==> config.mk <==
export PLATFORM = sky130hd
export DESIGN_NAME = hex_scroll_display
export DESIGN_NICKNAME = d
export VERILOG_FILES = /design/src/rtl/hex_scroll_pkg.sv /design/src/rtl/hex_scroll_display_seg7_decode.sv /design/src/rtl/hex_scroll_display.sv
export SDC_FILE = /design/constraint.sdc
export NUM_CORES = 1
export LEC_CHECK = 0
export ABC_AREA = 1
export BUFFER_PORTS_ARGS = -buffer_cell sky130_fd_sc_hd__buf_4
export CORE_AREA = 3 3 86 169
export CTS_CLUSTER_SIZE = 12
export DETAILED_ROUTE_END_ITERATION = 16
export DIE_AREA = 0 0 89 172
export SYNTH_ARGS = -nofsm -noshare
export SYNTH_HDL_FRONTEND = slang
export SYNTH_SLANG_ARGS = --single-unit
==> constraint.sdc <==
create_clock -name CLOCK_50 -period 4.4 [get_ports CLOCK_50]
set_clock_uncertainty 0.2 [all_clocks]
set_input_delay 0.22 -clock CLOCK_50 [delete_from_list [all_inputs] [get_ports CLOCK_50]]
set_output_delay 0.22 -clock CLOCK_50 [all_outputs]
set_load 0.02 [all_outputs]
==> src/rtl/hex_scroll_pkg.sv <==
// Shared types and constants for the scrolling 7-segment message display.
// Segment patterns are active-low, bit order {g,f,e,d,c,b,a}.
package hex_scroll_pkg;

    typedef enum logic {
        ST_LOAD   = 1'b0,
        ST_SCROLL = 1'b1
    } state_e;

    localparam int CODE_H     = 0;
    localparam int CODE_E     = 1;
    localparam int CODE_L     = 2;
    localparam int CODE_O     = 3;
    localparam int CODE_BLANK = 7;

    localparam logic [6:0] SEG_H     = 7'b000_1001;
    localparam logic [6:0] SEG_E     = 7'b000_0110;
    localparam logic [6:0] SEG_L     = 7'b100_0111;
    localparam logic [6:0] SEG_O     = 7'b100_0000;
    localparam logic [6:0] SEG_BLANK = 7'b111_1111;

endpackage

==> src/rtl/hex_scroll_display_seg7_decode.sv <==
// Combinational character-code to active-low 7-segment decoder.
module seg7_decode
    import hex_scroll_pkg::*;
#(
    parameter int CHAR_W = 3
) (
    input  logic [CHAR_W-1:0] code,
    output logic [6:0]        seg
);

    // Map the four supported letters; every other code is blank
    always_comb begin
        seg = SEG_BLANK;
        case (code)
            CHAR_W'(CODE_H): seg = SEG_H;
            CHAR_W'(CODE_E): seg = SEG_E;
            CHAR_W'(CODE_L): seg = SEG_L;
            CHAR_W'(CODE_O): seg = SEG_O;
            default:         seg = SEG_BLANK;
        endcase
    end

endmodule

==> src/rtl/hex_scroll_display.sv <==
// Loads a MSG_LEN-character message, then scrolls it across NUM_DIGITS 7-segment digits.
// Optional macro HEX_SCROLL_DIR_EN enables right scrolling via dir; otherwise always left.
module hex_scroll_display
    import hex_scroll_pkg::*;
#(
    parameter int NUM_DIGITS = 7,
    parameter int MSG_LEN    = 8,
    parameter int CHAR_W     = 3,
    parameter int TICK_DIV   = 50000000
) (
    input  logic                    CLOCK_50,
    input  logic                    Resetn,
    input  logic [CHAR_W-1:0]       char_in,
    input  logic                    char_valid,
    output logic                    char_ready,
    input  logic                    load,
    input  logic                    run,
    input  logic                    dir,
    output logic [7*NUM_DIGITS-1:0] HEX
);

    localparam int PTR_W  = $clog2(MSG_LEN);
    localparam int TICK_W = $clog2(TICK_DIV);

    state_e                  state_q, state_d;
    logic [PTR_W-1:0]        wr_ptr_q, wr_ptr_d;
    logic [PTR_W-1:0]        offset_q, offset_d;
    logic [TICK_W-1:0]       tick_q, tick_d;
    logic [CHAR_W-1:0]       msg_q [MSG_LEN];
    logic [CHAR_W-1:0]       msg_d [MSG_LEN];
    logic [7*NUM_DIGITS-1:0] hex_q, hex_d;
    logic [CHAR_W-1:0]       disp_code_s [NUM_DIGITS];
    logic [7*NUM_DIGITS-1:0] dig_seg_s;
    logic                    step_right_s;
    logic [PTR_W-1:0]        offset_step_s;

`ifdef HEX_SCROLL_DIR_EN
    assign step_right_s = dir;
`else
    logic unused_dir_s;
    assign unused_dir_s = dir;
    assign step_right_s = 1'b0;
`endif

    // Next offset for one scroll step, wrapping within the message
    always_comb begin
        if (step_right_s) begin
            offset_step_s = (offset_q == '0) ? PTR_W'(MSG_LEN - 1) : offset_q - 1'b1;
        end else begin
            offset_step_s = (offset_q == PTR_W'(MSG_LEN - 1)) ? '0 : offset_q + 1'b1;
        end
    end

    // Load/scroll state machine, buffer writes and tick counting; load has top priority
    always_comb begin
        state_d  = state_q;
        wr_ptr_d = wr_ptr_q;
        offset_d = offset_q;
        tick_d   = tick_q;
        msg_d    = msg_q;
        if (load) begin
            state_d  = ST_LOAD;
            wr_ptr_d = '0;
            offset_d = '0;
            tick_d   = '0;
            for (int k = 0; k < MSG_LEN; k++) begin
                msg_d[k] = CHAR_W'(CODE_BLANK);
            end
        end else begin
            case (state_q)
                ST_LOAD: begin
                    if (char_valid) begin
                        msg_d[wr_ptr_q] = char_in;
                        if (wr_ptr_q == PTR_W'(MSG_LEN - 1)) begin
                            state_d  = ST_SCROLL;
                            wr_ptr_d = '0;
                            offset_d = '0;
                            tick_d   = '0;
                        end else begin
                            wr_ptr_d = wr_ptr_q + 1'b1;
                        end
                    end else begin
                        wr_ptr_d = wr_ptr_q;
                    end
                end
                ST_SCROLL: begin
                    if (run) begin
                        if (tick_q == TICK_W'(TICK_DIV - 1)) begin
                            tick_d   = '0;
                            offset_d = offset_step_s;
                        end else begin
                            tick_d = tick_q + 1'b1;
                        end
                    end else begin
                        tick_d = tick_q;
                    end
                end
                default: state_d = ST_LOAD;
            endcase
        end
    end

    // Pick the buffer character shown on each digit; digit NUM_DIGITS-1 is leftmost
    always_comb begin
        for (int i = 0; i < NUM_DIGITS; i++) begin
            disp_code_s[i] = msg_q[PTR_W'((32'(offset_q) + 32'(NUM_DIGITS - 1 - i)) % 32'(MSG_LEN))];
        end
    end

    for (genvar g = 0; g < NUM_DIGITS; g++) begin : g_digit
        seg7_decode #(.CHAR_W(CHAR_W)) u_dec (
            .code (disp_code_s[g]),
            .seg  (dig_seg_s[7*g +: 7])
        );
    end

    // Segment outputs are blank while loading
    always_comb begin
        if (state_q == ST_LOAD) begin
            hex_d = '1;
        end else begin
            hex_d = dig_seg_s;
        end
    end

    // State registers with asynchronous active-low reset
    always_ff @(posedge CLOCK_50 or negedge Resetn) begin
        if (!Resetn) begin
            state_q  <= ST_LOAD;
            wr_ptr_q <= '0;
            offset_q <= '0;
            tick_q   <= '0;
            hex_q    <= '1;
            for (int k = 0; k < MSG_LEN; k++) begin
                msg_q[k] <= CHAR_W'(CODE_BLANK);
            end
        end else begin
            state_q  <= state_d;
            wr_ptr_q <= wr_ptr_d;
            offset_q <= offset_d;
            tick_q   <= tick_d;
            hex_q    <= hex_d;
            msg_q    <= msg_d;
        end
    end

    assign char_ready = (state_q == ST_LOAD);
    assign HEX        = hex_q;

endmodule

==> results of run 1 <==
registers in the layout, summed over array words and instances, names as in the netlist:
| register | flops |
|---|---|
| state_q | 1 |
| wr_ptr_q | 3 |
| offset_q | 3 |
| tick_q | 26 |
| msg_q | 24 |
| HEX | 35 |
layout by cell type (no fill, tap or decap), types with 2 or more instances in the layout:
cell and n:
a21oi_1 27, buf_4 59, bufinv_16 2, clkbuf_16 10
dfrtp_1 33, dfstp_2 59, dlygate4sd3_1 2, ha_1 7
inv_1 71, inv_2 3, nand2_1 237, nand2_2 3
nand3_1 55, nand4_1 10, nor2_1 99, nor2_2 3
nor3_1 8, o211ai_1 12, o21ai_0 41, o21ai_1 4
o21ai_2 3, o21bai_1 4, xor2_1 7
final cells by class:
class                      instances  area (um2)
clock buffer                      12         268
clock inverter                     4        77.6
fill                            1369        7370
inverter                          74         278
multi-input combinational        528        2410
sequential                        92        2380
tap                              155         194
timing repair buffer              61         463
metrics by stage:
stage / utilization [%] / worst slack [ps]
2_1_floorplan: - / 2290
3_3_place_gp: 42.4 / 1410
3_5_place_dp: 42.4 / 1360
4_1_cts: 45.2 / 1370
5_1_grt: 45.2 / 1010
6_report: 45.2 / 1350
cells by family (layout without fill, tap and decap cells):
logic type,Yosys count,count (layout),share of synthesized area [%]
flops,92,92,44.9
simple gates,419,419,32.4
buf+inv,107,151,9.46
xor+xnor,9,9,1.63
compound gates,93,93,9.91
fa+ha+maj,7,7,1.66
metal layers:
layer,up-vias,part of all wire [%],track usage (%),wire length [um]
met4,0,5.1,9.33,650
met5,-,0,0,0
met2,121,54,33.4,6940
met3,39,4.1,3.34,526
li1,2374,-,-,-
met1,2126,36,18.8,4640
cells in the mapped netlist (all sizes together):
cell type	count	area (um2)
a21boi	1	7.51
a21oi	27	135
buf	30	211
clkbuf	3	11.3
dfrtp	33	826
dfstp	59	1550
ha	7	87.6
inv	74	278
nand2	240	908
nand3	56	285
nand3b	1	7.51
nand4	10	62.6
nor2	103	402
nor3	9	50.1
o211a	1	10.0
o211ai	12	90.1
o21ai	48	252
o21bai	4	30.0
xnor2	1	8.76
xor2	8	77.6
power by group:
| group | switching [mW] | internal, mW | leakage, nW | total (mW) |
|---|---|---|---|---|
| combinational | 0.115 | 0.0450 | 1.54 | 0.160 |
| clock | 0.322 | 0.551 | 0.169 | 0.872 |
| sequential | 0.0162 | 0.883 | 1.08 | 0.899 |
path summary, 6_finish.rpt:
| kind | to | slack (ps) | cells after the start |
|---|---|---|---|
| max in group asynchronous | state_q$_DFF_PN0_ | 3290 | 2 |
| min in group CLOCK_50 | msg_q[7]$_DFFE_PN1P_ | 90 | 3 |
| worst min-delay path | msg_q[14]$_DFFE_PN1P_ | -2 | 1 |
| worst max register to register | HEX[38]$_DFF_PN1_ | 1350 | 7 |
| worst min register to register | msg_q[19]$_DFFE_PN1P_ | 300 | 2 |
| worst max-delay path | HEX[38]$_DFF_PN1_ | 1350 | 7 |
==> out/qor.yml, run 1 <==
drive_above_1_share_pct: 19.3
cts.sinks: 92
wl_per_cell_um: 13.8
die_area_um2: 15300
dp_hpwl_mm: 10.1
postCtsHoldBufs: 2
vias: 4660
cts_setup_buffers: 0
path_delay_family: "flip-flops"
synth.yosys.seq_area_share_pct: 44.9
clockBufferDepth: 2
io_pins: 59
insertion_delay_ps: 340
grt-ovfl-total: 0
viasPerCell: 5.03
critical_path_class: "flip-flop to flip-flop"
num_rows: 60
io_buffers: 57
worst-slew-pin-transition_ps: 692
finalHoldViolations: 4
syn_area_um2: 5290
r2r_start: "offset_q[1]$_DFFE_PN0P_"
fin_cells: 926
htree_levels: 3
cap_violations: 0
die_w_um: 89
start_util_pct: 39.4
cp_slowest_stage_delay_ps: 660
core_area_um2: 13400
synth.distinct_cells: 32
max_freq_mhz: 328
drt-total-wl_mm: 12.8
root_buffer: "clkbuf_16"
violations: "negative hold slack"
worst-path-buf-inv: 2
tns_ps: 0
setup_viol: 0
dr.pass1.iters: 5
stdcell_area_um2: 6070
drt-initial-drc-count: 260
grt_pass1_vias: 4580
cp-start-kind: "flip-flop"
cts_tree: "done"
cp_data_required_time_ps: 4450
antenna_found_initial: 0
syn_area_per_cell_um2: 7.28
post_cts_resized: 0
postRouteAntennaNets: 0
rsz0062_at_grt: "false"
grt_first_pass_wirelength_mm: 21.5
finalCritPeriodShare_pct: 69.3
p_total_mw: 1.93
routabilityCongestion: 0.936
dpl-instance-area_um2: 5700
peakVddDrop_mv: 0.200
timing.hold.ws_ps: -1.71
areaGrowthSynthToFinish_pct: 14.7
period_minus_slack_ps: 3050
maxSlewHeadroom_pct: 53.7
crit_path_max_fanout: 16
synth_nets: 743
cp-end-kind: "flip-flop"
grt_usage_pct: 18.1
cp-startpoint: "offset_q[1]$_DFFE_PN0P_"
dp.cells: 908
grt_max_degree: 60
diodes: 0
numCtsBuffers: 9
clk_pin_slew_ps: 70
finalMaxSlewViolations: 0
cpMaxStageDelayCell: "dfrtp_1"
drc: 0
cp.arrival_ps: 3100
status: "finished, violations left"
path_cells: "inv_1, ha_1, inv_1, o21ai_0, nor2_1, nor2_1, o21ai_0"
power-per-cell-area_nw_per_um2: 318
synth_seq_cells: 92
ys_warn_count: 0
layout.nets: 782
power.leakage_nw: 2.79
postSynthCellCount: 727
die_y_um: 172
worstHoldPathType: "input port to async pin"
Power figures use the tool's default switching activity.
==> run 2, diff against run 1 <==
==> constraint.sdc (replaced) <==
create_clock -name CLOCK_50 -period 2.6 [get_ports CLOCK_50]
set_clock_uncertainty 0.2 [all_clocks]
set_input_delay 0.13 -clock CLOCK_50 [delete_from_list [all_inputs] [get_ports CLOCK_50]]
set_output_delay 0.13 -clock CLOCK_50 [all_outputs]
set_load 0.02 [all_outputs]
==> run 2 against run 1 <==
  * Sequential cell count unchanged
  * The run now ends clean
  * Register-to-register slack got worse by 1000 ps
  * Clock-buffer cell count unchanged
  * Fmax increased by 35%
  * First-iteration DRC count decreased by 31%
  * Die area unchanged
  * Power increased by 60%
  * Clock power increased by 48%
  * Critical endpoint is now tick_q[18]$_DFFE_PN0P_
  * Non-clock buffer count increased by 10
  * Critical path depth increased by 4
  * Sequential share of layout area decreased by 0.14 points
  * Worst hold slack improved by 29 ps
==> out/qor.yml, run 2 (synthesized netlist as in run 1, its figures left out) <==
status: "finished, final reports clean"
cp-end-kind: "flip-flop"
grt_max_degree: 60
min_from: "char_in[2]"
peakVddDrop_mv: 0.332
grt_first_pass_wirelength_mm: 21.8
layout_setup_ws_ps: 346
diodes: 0
grt-ovfl-total: 0
dr.pass1.iters: 4
tns_ps: 0
cap_violations: 0
finalMaxSlewViolations: 0
io_buffers: 57
rsz0062_at_grt: "false"
post_cts_resized: 0
die_w_um: 89
viasPerCell: 5.02
drc: 0
areaGrowthSynthToFinish_pct: 15.1
stdcell_area_um2: 6090
reg2reg_setup_slack_ps: 350
worst-path-buf-inv: 1
layout_common_cells: "nand2_1 (237), nor2_1 (99), inv_1 (71), buf_4 (67), dfstp_2 (59)"
io_pins: 59
cp-start-kind: "flip-flop"
largest_reg_flops: 35
layout.nets: 792
num_rows: 60
grt_pass1_vias: 4666
max_freq_mhz: 444
die_area_um2: 15300
clockBufferDepth: 2
die_y_um: 172
root_buffer: "clkbuf_16"
cp_data_required_time_ps: 2630
drt-initial-drc-count: 179
rr_endpoint: "tick_q[18]$_DFFE_PN0P_"
antenna_found_initial: 0
drive_above_1_share_pct: 19.8
cp_slowest_stage_delay_ps: 450
grt_usage_pct: 18.7
wl_per_cell_um: 14.3
vias: 4696
start_util_pct: 39.4
detailedPlace.worstSlack_ps: 360
core_area_um2: 13400
r2r_cells: 11
final_common_cell: "nand2_1"
routabilityCongestion: 0.973
r2r_start: "wr_ptr_q[0]$_DFFE_PN0P_"
dpl-instance-area_um2: 5760
htree_levels: 3
maxSlewHeadroom_pct: 52.5
worstHoldPathType: "input port to flip-flop"
insertion_delay_ps: 340
cp_common_cell: "nand2_1"
dp_hpwl_mm: 10.8
cts.sinks: 92
setup_viol: 0
clk_pin_slew_ps: 60
period_minus_slack_ps: 2250
power.leakage_nw: 2.80
power-per-cell-area_nw_per_um2: 507
numCtsBuffers: 9
worst-slew-pin-transition_ps: 710
cts_setup_buffers: 0
crit_path_max_fanout: 6
cp.arrival_ps: 2290
finalCritPeriodShare_pct: 86.7
postRouteAntennaNets: 0
drt-total-wl_mm: 13.4
finalHoldViolations: 0
cpMaxStageDelayCell: "dfrtp_1"
nFillCells: 1388
cts_tree: "done"
postCtsHoldBufs: 4
holdPathStages: 3
path_cells: "ha_1, ha_1, nand2_1, nor2_1, nor2_2, nor2_1, nand3_1, nand2_1, nand2_1, nand2_1, inv_1"
critical_path_class: "flip-flop to flip-flop"
min_to: "msg_q[17]$_DFFE_PN1P_"
path_delay_family: "simple AND/OR/NAND/NOR gates"
## run 2: worst max path at each step
stage | from | to | slack, ps | cells after the start
global route | offset_q[0]$_DFFE_PN0P_ | HEX[9]$_DFF_PN1_ | 140 | 7
detailed placement | offset_q[0]$_DFFE_PN0P_ | HEX[10]$_DFF_PN1_ | 360 | 7
finish | wr_ptr_q[0]$_DFFE_PN0P_ | tick_q[18]$_DFFE_PN0P_ | 350 | 11
CTS | offset_q[0]$_DFFE_PN0P_ | HEX[10]$_DFF_PN1_ | 350 | 7
floorplan | offset_q[1]$_DFFE_PN0P_ | HEX[38]$_DFF_PN1_ | 490 | 9
global placement | offset_q[0]$_DFFE_PN0P_ | HEX[9]$_DFF_PN1_ | 440 | 7
## run 2: worst min-delay path, stage by stage
cell	delay (ps)
buf_4	80
nor2_1	140
a21oi_1	170
## run 2: metrics by stage
step | cells | hold WS [ps] | power (mW) | utilization (%)
after detailed placement | 916 | -16.9 | 1.82 | 42.9
after global routing | 936 | 22.0 | 3.24 | 45.3
after CTS | 936 | 25.9 | 3.14 | 45.3
after floorplan | 727 | -366 | 1.71 | -
after global placement | 916 | -33.2 | 1.81 | 42.9
final | 936 | 26.9 | 3.09 | 45.3
## run 2: routing by layer
metal	share of wire [%]	wire length [um]	track usage, %	vias up
li1	-	-	-	2389
met1	34	4510	16.3	2163
met2	57	7620	36.7	98
met3	2.9	391	3.43	46
met4	6.3	843	11.8	0
met5	0	0	0	-
## run 2: final cells by class
cell class	instances	area, um2	share of cell area (%)
well taps	155	194	3.18
clock buffers	12	236	3.88
clock inverters	4	50.0	0.822
flip-flops and latches	92	2380	39.0
inverters	74	278	4.56
repair buffers	71	543	8.92
multi-input cells	528	2410	39.6
## run 2: power by group
group          switching [mW]  leakage, nW  internal (mW)  total [mW]
clock network           0.543        0.133          0.745        1.29
logic                   0.194         1.59         0.0819       0.276
registers              0.0271         1.08           1.49        1.52
total                   0.764         2.80           2.32        3.09
